$ cat src/rtl/cpu_pkg.sv
// cpu_pkg: shared divider state encoding and default datapath width
package cpu_pkg;
   localparam int DIV_WIDTH = 4;
   typedef enum logic [1:0] {
      DIV_STATE_IDLE = 2'd0,
      DIV_STATE_CALC = 2'd1,
      DIV_STATE_DONE = 2'd2
   } div_state_e;
endpackage

$ cat src/rtl/ripple_subtractor.sv
// ripple_subtractor: a_i - b_i as a chain of full-subtractor cells (a + ~b + 1)
//   a_i, b_i : N-bit operands
//   diff_o   : N-bit difference
//   borrow_o : 1 when b_i > a_i
module ripple_subtractor #(
   parameter int N = 5
) (
   input  logic [N-1:0] a_i,
   input  logic [N-1:0] b_i,
   output logic [N-1:0] diff_o,
   output logic         borrow_o
);
   logic [N:0] w_c;
   assign w_c[0] = 1'b1;
   for (genvar i = 0; i < N; i++) begin : g_cell
      assign diff_o[i]  = a_i[i] ^ ~b_i[i] ^ w_c[i];
      assign w_c[i+1]   = (a_i[i] & ~b_i[i]) | (w_c[i] & (a_i[i] ^ ~b_i[i]));
   end
   assign borrow_o = ~w_c[N];
endmodule

$ cat src/rtl/seq_divider.sv
// seq_divider: multi-cycle unsigned restoring divider, one subtract stage per clock
//   clk_i, rst_i (async, active-high)
//   start_i, dividend_i, divisor_i : request and operands, accepted while ready_o=1
//   ready_o, busy_o, done_o        : handshake (done_o is a 1-cycle pulse)
//   quotient_o, remainder_o, div_by_zero_o : results, held until next accepted start
module seq_divider
   import cpu_pkg::*;
#(
   parameter int WIDTH = DIV_WIDTH
) (
   input  logic             clk_i,
   input  logic             rst_i,
   input  logic             start_i,
   input  logic [WIDTH-1:0] dividend_i,
   input  logic [WIDTH-1:0] divisor_i,
   output logic             ready_o,
   output logic             busy_o,
   output logic             done_o,
   output logic [WIDTH-1:0] quotient_o,
   output logic [WIDTH-1:0] remainder_o,
   output logic             div_by_zero_o
);
   localparam int CW = $clog2(WIDTH + 1);
   div_state_e       r_state;
   logic [CW-1:0]    r_cnt;
   logic [WIDTH:0]   r_r;
   logic [WIDTH-1:0] r_q;
   logic [WIDTH-1:0] r_d;
   logic [WIDTH:0]   w_s;
   logic [WIDTH:0]   w_t;
   logic             w_borrow;
   logic [WIDTH:0]   w_r_next;
   logic [WIDTH-1:0] w_q_next;
   logic             w_unused_msb;
   // partial remainder stays below the divisor, so its top bit never feeds the next shift
   assign w_unused_msb = r_r[WIDTH];
   assign w_s      = {r_r[WIDTH-1:0], r_q[WIDTH-1]};
   assign w_r_next = w_borrow ? w_s : w_t;
   assign w_q_next = {r_q[WIDTH-2:0], ~w_borrow};
   ripple_subtractor #(.N(WIDTH + 1)) u_sub (
      .a_i      (w_s),
      .b_i      ({1'b0, r_d}),
      .diff_o   (w_t),
      .borrow_o (w_borrow)
   );
   always_ff @(posedge clk_i or posedge rst_i) begin
      if (rst_i) begin
         r_state       <= DIV_STATE_IDLE;
         r_cnt         <= '0;
         r_r           <= '0;
         r_q           <= '0;
         r_d           <= '0;
         ready_o       <= 1'b1;
         busy_o        <= 1'b0;
         done_o        <= 1'b0;
         quotient_o    <= '0;
         remainder_o   <= '0;
         div_by_zero_o <= 1'b0;
      end else begin
         done_o <= 1'b0;
         case (r_state)
            DIV_STATE_CALC: begin
               r_r   <= w_r_next;
               r_q   <= w_q_next;
               r_cnt <= r_cnt - 1'b1;
               if (r_cnt == CW'(1)) begin
                  r_state     <= DIV_STATE_DONE;
                  ready_o     <= 1'b1;
                  busy_o      <= 1'b0;
                  done_o      <= 1'b1;
                  quotient_o  <= w_q_next;
                  remainder_o <= w_r_next[WIDTH-1:0];
               end
            end
            DIV_STATE_IDLE, DIV_STATE_DONE: begin
               if (start_i && divisor_i == '0) begin
                  // divide by zero skips iteration and reports immediately
                  r_state       <= DIV_STATE_DONE;
                  done_o        <= 1'b1;
                  quotient_o    <= '1;
                  remainder_o   <= dividend_i;
                  div_by_zero_o <= 1'b1;
               end else if (start_i) begin
                  r_state       <= DIV_STATE_CALC;
                  r_q           <= dividend_i;
                  r_d           <= divisor_i;
                  r_r           <= '0;
                  r_cnt         <= CW'(WIDTH);
                  ready_o       <= 1'b0;
                  busy_o        <= 1'b1;
                  quotient_o    <= '0;
                  remainder_o   <= '0;
                  div_by_zero_o <= 1'b0;
               end else begin
                  r_state <= DIV_STATE_IDLE;
               end
            end
            default: begin
               r_state <= DIV_STATE_IDLE;
               ready_o <= 1'b1;
               busy_o  <= 1'b0;
            end
         endcase
      end
   end
endmodule

$ cat config.mk
export PLATFORM = sky130hd
export DESIGN_NAME = seq_divider
export DESIGN_NICKNAME = d
export VERILOG_FILES = /design/src/rtl/cpu_pkg.sv /design/src/rtl/ripple_subtractor.sv /design/src/rtl/seq_divider.sv
export SDC_FILE = /design/constraint.sdc
export NUM_CORES = 1
export LEC_CHECK = 0
export ABC_CLOCK_PERIOD_IN_PS = 3100
export CORE_AREA = 10 10 73 59
export DETAILED_ROUTE_END_ITERATION = 8
export DIE_AREA = 0 0 83 69
export GPL_TIMING_DRIVEN = 0
export PLACE_DENSITY = 0.74
export SYNTH_ARGS = -nofsm -noshare
export SYNTH_HDL_FRONTEND = slang
export SYNTH_SLANG_ARGS = --single-unit
$ cat constraint.sdc
create_clock -name clk_i -period 3.1 [get_ports clk_i]
set_clock_uncertainty 0.15 [all_clocks]
set_input_delay 0.31 -clock clk_i [delete_from_list [all_inputs] [get_ports clk_i]]
set_output_delay 0.31 -clock clk_i [all_outputs]
set_load 0.005 [all_outputs]
==> results of run 1 <==
==> sequential cells by signal, indices dropped and copies added, names as in the netlist <==
signal and count:
ready_o 1, r_cnt 3, r_state 2, r_d 4, r_r 4, busy_o 1, remainder_o 4, done_o 1
r_q 4, quotient_o 4, div_by_zero_o 1
==> routing by layer <==
metal	share of wire	global-route usage	routed length (um)	vias up
met2	0.42	0.1709	1381	36
met1	0.49	0.1516	1607	550
met3	0.076	0.04918	249	7
met4	0.013	0.03371	41	0
li1	-	-	-	557
met5	0	0	0	-
==> synthesized netlist by cell type (4+ instances only) <==
| cell type | instances |
|---|---|
| mux2_2 | 4 |
| nand2_1 | 16 |
| o21ai_0 | 4 |
| nor3_1 | 5 |
| dfrtp_1 | 28 |
| and3_1 | 5 |
| inv_1 | 12 |
| nand2b_1 | 6 |
| a31oi_1 | 6 |
| nor2_1 | 5 |
==> through the flow <==
stage,cell area (um^2),setup WS (ns),power (mW)
4_1_cts,1861,0.3055,2.070
5_1_grt,1861,0.1058,2.243
3_5_place_dp,1759,0.3265,1.724
6_report,1861,0.2893,2.060
2_1_floorplan,1491,0.6000,1.361
3_3_place_gp,1759,0.4012,1.690
==> power by group <==
part	internal, mW	total, mW	switching, mW
combinational	0.521	1.03	0.512
clock	0.200	0.342	0.142
sequential	0.574	0.685	0.111
total	1.30	2.06	0.765
==> worst paths after layout <==
kind,startpoint,to,slack (ns),cells after the start
max in group asynchronous,rst_i,remainder_o[2],1.67,2
setup reg to reg,r_q[3],remainder_o[0],0.29,11
hold reg to reg,r_d[0],r_d[0],0.37,1
setup / recovery,r_q[3],remainder_o[0],0.29,11
min in group asynchronous,rst_i,r_r[3],0.47,2
hold / removal,r_d[0],r_d[0],0.37,1
==> critical path, cell delays in order, from the launching register on <==
cell      delay [ns]
dfrtp_1         0.36
inv_1           0.06
ha_1            0.21
fa_1            0.36
inv_1           0.08
fa_1            0.17
inv_1           0.05
fa_1            0.40
nand2b_1        0.09
clkbuf_1        0.28
a211oi_1        0.19
o31a_1          0.30
==> cells by family (layout without fill, tap and decap cells) <==
family,after synthesis,in the layout
adder cells (fa/ha/maj),6,6
AND/OR/NAND/NOR,50,50
AO/OA/AOI/OAI,29,29
buffers and inverters,20,50
flip-flops,29,29
multiplexers,7,7
==> final cells by class <==
class / instances / area (um^2)
Fill cell: 232 / 1032
Sequential cell: 29 / 726.9
Multi-Input combinational cell: 92 / 671.9
Timing Repair Buffer: 22 / 220.2
Clock buffer: 7 / 96.34
Buffer: 8 / 47.55
Tap cell: 38 / 47.55
Inverter: 12 / 45.04
Clock inverter: 1 / 5.005
==> flow_summary.json, run 1 <==
{
  "synth_top_family_by_area": "simple AND/OR/NAND/NOR gates",
  "synth-adder-area-share": 0.06544,
  "cts_max_level": 2,
  "cap_violations": 0,
  "antenna_left": 0,
  "clk_latency_ns": 0.28,
  "post_drt_wl_per_cell_um": 15.69,
  "hpwl_mm": 2.455,
  "synthMuxAreaShare": 0.05034,
  "yosysSeqAreaShare": 0.4874,
  "overflow": 0,
  "io_buffers": 22,
  "synth_compound_area_frac": 0.1426,
  "ys.flop_type": "dfrtp_1",
  "slew_viol_final": 0,
  "worst_setup_path_end_kind": "flip-flop",
  "row_count": 17,
  "ir_drop_mv": 0.4845,
  "postSynthCellCount": 141,
  "drc": 0,
  "start_kind": "flip-flop",
  "crit_required_ns": 3.11,
  "synthesis.nets": 158,
  "dieArea_um2": 5727,
  "leakage_nw": 0.8501,
  "rsz0062_at_grt": "no",
  "fin_cells": 209,
  "dp_cells": 201,
  "antenna_found_initial": 0,
  "finalWorstPathRequiredPeriod_ns": 2.811,
  "synth_cell_type_count": 38,
  "hold_buffers": 0,
  "min_path_type": "reg -> reg",
  "io_pins": 23,
  "worst_pin_slew_ns": 1.095,
  "layout_commonest_cell": "dfrtp_1",
  "power.density_nw_per_um2": 1107,
  "final.period_utilization": 0.9067,
  "fin_util": 0.6432,
  "status": "finished, final reports clean",
  "coreArea_um2": 2893,
  "clockBufferDepth": 2,
  "path_class": "reg -> reg",
  "grt_use_total": 0.1167,
  "grt_pass1_wl_mm": 5.754,
  "drt_pre_antenna_iters": 4,
  "vias_per_cell": 5.502,
  "cts-root-buf": "clkbuf_8",
  "synth_top_area_share": 0.4698,
  "layout-drive-gt1-share": 0.1170,
  "antennaDiodeCount": 0,
  "synthTopCellsByArea": "dfrtp_1 (47%), fa_1 (4.0%), nand2_1 (4.0%)",
  "maxSlewHeadroom": 0.2692,
  "cts_buffers": 5,
  "synth_area_um2": 1491,
  "chipHeight_um": 69,
  "drt_iter0_drc": 91,
  "synth-seq-cells": 29,
  "arrival_ns": 2.82,
  "start_util": 0.5156,
  "async_flop_share": 1.000,
  "layout.nets": 187,
  "cts_sinks": 29,
  "synth_edf_count": 0,
  "max_freq_mhz": 355.8,
  "globalplace.congestion": 0.8732,
  "synth_largest_area_cell": "dfrtp_1",
  "syn_area_per_cell_um2": 10.58,
  "vias": 1150,
  "post_cts_buffers": 0,
  "grt_pass1_vias": 1230,
  "grt_max_degree": 30,
  "setup_violations": 0,
  "mostFrequentLayoutCells": "dfrtp_1 (28), clkdlybuf4s50_1 (22), nand2_1 (16)",
  "path_max_fanout": 6,
  "synth-xor-area-share": 0,
  "tritoncts": "done",
  "hold_violations": 0,
  "die_width_um": 83,
  "routed_wl_mm": 3.280,
  "area_delta_synth_final_pct": 24.75,
  "cts-resized-gates": 0,
  "fin_hold_ws_ns": 0.3652,
  "clk_pin_slew_ns": 0.06,
  "finalSetupTns_ns": 0,
  "synthSimpleGateAreaFrac": 0.1921,
  "ys_warn_count": 0
}
Note: power is estimated with default switching activity, not from simulation.
==> run 2: changes to the inputs <==
Settings changed: PLACE_DENSITY 0.74 to 0.77.
==> run 2 against run 1 <==
Net effect:
- count of clock-buffer cells in the layout fell by 1
- non-clock buffer count unchanged
- register-to-register slack gained 0.05 ns
- via count is 4.8% higher
- critical path type unchanged
- largest power group unchanged
- highest routed layer unchanged
==> flow_summary.json, run 2 (same netlist as run 1, synthesis figures left out) <==
{
  "status": "finished, final reports clean",
  "whs_endpoint": "r_d[0]",
  "leakage_nw": 0.8408,
  "holdCritStartpoint": "r_d[0]",
  "finalWorstPathRequiredPeriod_ns": 2.756,
  "slowest_delay_ns": 0.39,
  "coreArea_um2": 2893,
  "path_class": "reg -> reg",
  "grtUsageMet3": 0.05152,
  "antenna_left": 0,
  "worst_pin_slew_ns": 1.117,
  "cap_violations": 0,
  "antenna_found_initial": 0,
  "whs_path_depth": 1,
  "r2r_end": "remainder_o[0]",
  "cp_slowest_cell": "fa_1",
  "clk_latency_ns": 0.28,
  "layout_commonest_cell": "dfrtp_1",
  "hold_buffers": 0,
  "grt_use_total": 0.1278,
  "place_area_um2": 1759,
  "fin_area_um2": 1842,
  "drt_pre_antenna_iters": 4,
  "io_pins": 23,
  "cts_buffers": 5,
  "row_count": 17,
  "routed_wl_mm": 3.479,
  "mostFrequentLayoutCells": "dfrtp_1 (28), clkdlybuf4s50_1 (22), nand2_1 (16)",
  "slew_viol_final": 0,
  "critPathTopFamily": "adder cells",
  "setup_violations": 0,
  "grt_busiest_layer": "met2",
  "min_path_type": "reg -> reg",
  "drt_iter0_drc": 140,
  "overflow": 0,
  "die_width_um": 83,
  "worst_setup_path_end_kind": "flip-flop",
  "layout-drive-gt1-share": 0.1111,
  "crit_required_ns": 3.11,
  "antennaDiodeCount": 0,
  "ff2ff_path_depth": 11,
  "crit_start": "r_q[3]",
  "path_max_fanout": 6,
  "layout.nets": 187,
  "cts_sinks": 29,
  "ff2ff_setup_slack_ns": 0.34,
  "drc": 0,
  "clockBufferDepth": 2,
  "vias_per_cell": 5.766,
  "final.period_utilization": 0.8890,
  "cts-root-buf": "clkbuf_8",
  "dieArea_um2": 5727,
  "chipHeight_um": 69,
  "r2r-start": "r_q[3]",
  "cp.depth": 11,
  "start_util": 0.5156,
  "grt_max_degree": 30,
  "rsz0062_at_grt": "no",
  "globalplace.congestion": 0.8780,
  "arrival_ns": 2.77,
  "area_delta_synth_final_pct": 23.49,
  "crit_chain": "inv_1 > ha_1 > fa_1 > inv_1 > fa_1 > inv_1 > fa_1 > nand2b_1 > clkbuf_1 > a211oi_1 > o31a_1",
  "io_buffers": 22,
  "power.density_nw_per_um2": 1096,
  "hpwl_mm": 2.568,
  "met1_usage": 0.1638,
  "cts_max_level": 2,
  "cts-resized-gates": 0,
  "grt_util_met2": 0.1820,
  "finalSetupTns_ns": 0,
  "clk_pin_slew_ns": 0.06,
  "path_buf_inv": 4,
  "tritoncts": "done",
  "maxSlewHeadroom": 0.2544,
  "vias": 1205,
  "hold_violations": 0,
  "post_drt_wl_per_cell_um": 16.65,
  "ir_drop_mv": 0.5870,
  "post_cts_buffers": 0,
  "start_kind": "flip-flop",
  "max_freq_mhz": 362.9,
  "grt_pass1_vias": 1217,
  "grt_pass1_wl_mm": 6.078
}
[run 2: changes by cell type in the layout (fill, tap and decap cells not counted), sizes merged]
cell,delta
clkinv,+1
clkbuf,-1
[run 2: area by class of cell]
cell class / count / area (um^2)
buffer: 8 / 47.55
clock buffer: 6 / 72.57
clock inverter: 2 / 10.01
fill: 244 / 1051
inverter: 12 / 45.04
multi-input combinational: 92 / 671.9
sequential: 29 / 726.9
tap: 38 / 47.55
timing repair buffer: 22 / 220.2
[run 2: metrics by stage]
step                hold WS (ns)  power, mW  utilization  std cells  setup slack (ns)
floorplan                 0.2374      1.361            -        141            0.6000
global placement          0.3417      1.684       0.6081        201            0.4036
detailed placement        0.3485      1.724       0.6081        201            0.3692
CTS                       0.3609      2.025       0.6367        209            0.3543
global route              0.4009      2.208       0.6367        209            0.1477
finish                    0.3587      2.018       0.6367        209            0.3442
[run 2: how the worst max path moves through the flow]
stage | endpoint | slack, ns
detailed placement | remainder_o[0] | 0.37
CTS | remainder_o[0] | 0.35
finish | remainder_o[0] | 0.34
global placement | remainder_o[0] | 0.40
floorplan | remainder_o[3] | 0.60
global route | remainder_o[0] | 0.15
[run 2: power by group]
group          leakage [nW]  internal, mW  switching (mW)
combinational         0.446         0.525           0.509
clock                0.0450         0.155           0.141
sequential            0.350         0.574           0.114
total                 0.841          1.25           0.764
[run 2: per-layer routing]
metal  vias to the layer above  share of wire  routed length, um
met4                         0          0.018                 63
met1                       578           0.47               1618
met5                         -              0                  0
li1                        557              -                  -
met3                        10          0.090                312
met2                        60           0.43               1485
==> run 3: changes to the inputs <==
Settings changed: ABC_AREA from default to 1, CORE_AREA 10 10 73 59 to 10 10 73 60, DIE_AREA 0 0 83 69 to 0 0 83 70, PLACE_DENSITY 0.77 to 0.75.
==> run 3 against run 2 <==
Net effect:
- final cell count increased by 18%
- area after synthesis decreased by 1.5%
- power about the same
- die area increased by 1.4%
- via count increased by 3.2%
- flip-flop and latch count unchanged
- global-route usage decreased by 1.3 points
- non-clock buffer count decreased by 5
- clock power increased by 14%
- worst hold slack got worse by 0.042 ns
- cell area about the same
- critical endpoint is now remainder_o[3]
==> flow_summary.json, run 3 <==
{
  "synth-seq-cells": 29,
  "rsz0062_at_grt": "no",
  "post_drt_wl_per_cell_um": 12.72,
  "hold_buffers": 0,
  "fill_cells": 272,
  "die_width_um": 83,
  "ir_drop_mv": 0.5218,
  "r2r-start": "r_q[3]",
  "worst_pin_slew_ns": 1.093,
  "hpwl_mm": 2.437,
  "final.period_utilization": 0.8190,
  "synth-adder-area-share": 0.06644,
  "dp_cells": 239,
  "holdCritStartpoint": "ready_o",
  "coreArea_um2": 3063,
  "max_freq_mhz": 393.9,
  "clockBufferDepth": 2,
  "maxSlewHeadroom": 0.2706,
  "critPathCapture": "remainder_o[3]",
  "clk_latency_ns": 0.28,
  "grt_pass1_wl_mm": 5.540,
  "grt_max_degree": 30,
  "power.density_nw_per_um2": 1097,
  "synthesis.nets": 194,
  "yosysSeqAreaShare": 0.4949,
  "finalSetupTns_ns": 0,
  "grt_use_total": 0.1145,
  "worst_setup_path_end_kind": "flip-flop",
  "leakage_nw": 0.9586,
  "synth_top_family_by_area": "simple AND/OR/NAND/NOR gates",
  "io_pins": 23,
  "io_buffers": 22,
  "overflow": 0,
  "setup_violations": 0,
  "cts-root-buf": "clkbuf_8",
  "drc": 0,
  "r2r_end": "remainder_o[3]",
  "slew_viol_final": 0,
  "antennaDiodeCount": 0,
  "routed_wl_mm": 3.142,
  "cts_sinks": 29,
  "start_kind": "flip-flop",
  "drt_iter0_drc": 86,
  "synthTopCellsByArea": "dfrtp_1 (48%), nand2_1 (21%), inv_1 (4.6%)",
  "antenna_left": 0,
  "hold_violations": 0,
  "start_util": 0.4796,
  "cap_violations": 0,
  "vias": 1243,
  "postSynthCellCount": 177,
  "min_path_type": "reg -> reg",
  "antenna_found_initial": 0,
  "seq_area_um2": 726.9,
  "row_count": 18,
  "mostFrequentLayoutCells": "nand2_1 (83), dfrtp_1 (28), clkdlybuf4s50_1 (22)",
  "layout-drive-gt1-share": 0.09662,
  "syn_area_per_cell_um2": 8.299,
  "chipHeight_um": 70,
  "tritoncts": "done",
  "internal_power_mw": 1.188,
  "async_flop_share": 1.000,
  "path_class": "reg -> reg",
  "cts-resized-gates": 0,
  "ff2ff_setup_slack_ns": 0.56,
  "layout_commonest_cell": "nand2_1",
  "synth_area_um2": 1469,
  "synth_largest_area_cell": "dfrtp_1",
  "status": "finished, final reports clean",
  "cts_max_level": 2,
  "synth_compound_area_frac": 0.05537,
  "grt_pass1_vias": 1236,
  "ff2ff_path_depth": 13,
  "synthSimpleGateAreaFrac": 0.3075,
  "synth-xor-area-share": 0.005963,
  "drt_pre_antenna_iters": 4,
  "power.switching_mw": 0.8300,
  "seqPwrFrac": 0.324,
  "synth_commonest_cells": "nand2_1 (83), dfrtp_1 (28), inv_1 (18), nand3_1 (11), o21ai_1 (6)",
  "synth_edf_count": 0,
  "arrival_ns": 2.56,
  "ys.flop_type": "dfrtp_1",
  "area_delta_synth_final_pct": 25.30,
  "crit_start": "r_q[3]",
  "multi_input_comb_area_um2": 639.4,
  "synth_most_common_cell": "nand2_1",
  "synthMuxAreaShare": 0,
  "post_cts_buffers": 0,
  "fin_cells": 247,
  "layout.nets": 223,
  "synth_top_area_share": 0.4770,
  "p_clk_frac": 0.167,
  "globalplace.congestion": 0.8459,
  "vias_per_cell": 5.032,
  "dieArea_um2": 5810,
  "synth_cell_type_count": 21,
  "path_max_fanout": 5,
  "power_frac_comb": 0.508,
  "crit_required_ns": 3.12,
  "sw_frac_of_total": 0.4113,
  "cts_buffers": 5,
  "finalWorstPathRequiredPeriod_ns": 2.539,
  "ys_warn_count": 0,
  "clk_pin_slew_ns": 0.06
}
## run 3: cell count changes after synthesis, sizes merged, moves of 4 or more
cell / delta
inv: +7
nand3: +11
nor3: -5
nand2b: -6
and3: -5
a31oi: -6
nand2: +69
o21ai: +6
mux2: -4
nand4: +5
## run 3: layer usage
layer / vias to the layer above / track usage / part of all wire
met5: - / 0 / 0
met4: 0 / 0.04528 / 0.016
met3: 7 / 0.03824 / 0.056
met2: 33 / 0.2046 / 0.53
met1: 593 / 0.1213 / 0.40
li1: 610 / - / -
## run 3: metrics by stage
stage / utilization / worst slack, ns / hold slack (ns) / area (um^2) / power (mW)
6_report: 0.6009 / 0.5611 / 0.3163 / 1841 / 2.018
2_1_floorplan: - / 0.8145 / 0.2374 / 1469 / 1.372
4_1_cts: 0.6009 / 0.5666 / 0.3216 / 1841 / 2.047
5_1_grt: 0.6009 / 0.3849 / 0.3418 / 1841 / 2.238
3_3_place_gp: 0.5678 / 0.6808 / 0.3064 / 1739 / 1.641
3_5_place_dp: 0.5678 / 0.6025 / 0.3127 / 1739 / 1.701
## run 3: worst min path at each step
stage               cells after the start  slack (ns)      end
CTS                                     2        0.32  ready_o
global placement                        2        0.31  ready_o
global route                            2        0.34  ready_o
finish                                  2        0.32  ready_o
detailed placement                      2        0.31  ready_o
floorplan                               1        0.24   busy_o
## run 3: critical path: stages, from the launching register on
cell and delay, ns:
dfrtp_1 0.35, inv_1 0.07, ha_1 0.20, fa_1 0.36, inv_1 0.09, fa_1 0.16, inv_1 0.05, fa_1 0.44
nand2_1 0.20, nand2_1 0.08, nand3_1 0.12, nand2_1 0.07, nand2_1 0.05, nand2_1 0.04
## run 3: logic make-up after synthesis
family	after synthesis
AND/OR/NAND/NOR	105
flip-flops	29
buffers and inverters	22
AO/OA/AOI/OAI	14
adder cells (fa/ha/maj)	6
XOR/XNOR	1
## run 3: final cells by class
cell class	instances	share of cell area
plain buffers	3	0.01700
inverters	19	0.03875
multi-input cells	126	0.3474
repair buffers	22	0.1196
flip-flops and latches	29	0.3950
clock inverters	1	0.002719
clock buffers	7	0.05235
well taps	40	0.02719
## run 3: power by group through the flow
stage / logic [mW] / registers (mW) / clock network [mW]
5_1_grt: 1.19 / 0.678 / 0.365
3_3_place_gp: 0.992 / 0.650 / 0
6_report: 1.03 / 0.655 / 0.338
4_1_cts: 1.04 / 0.656 / 0.347
3_5_place_dp: 1.04 / 0.662 / 0
2_1_floorplan: 0.726 / 0.646 / 0
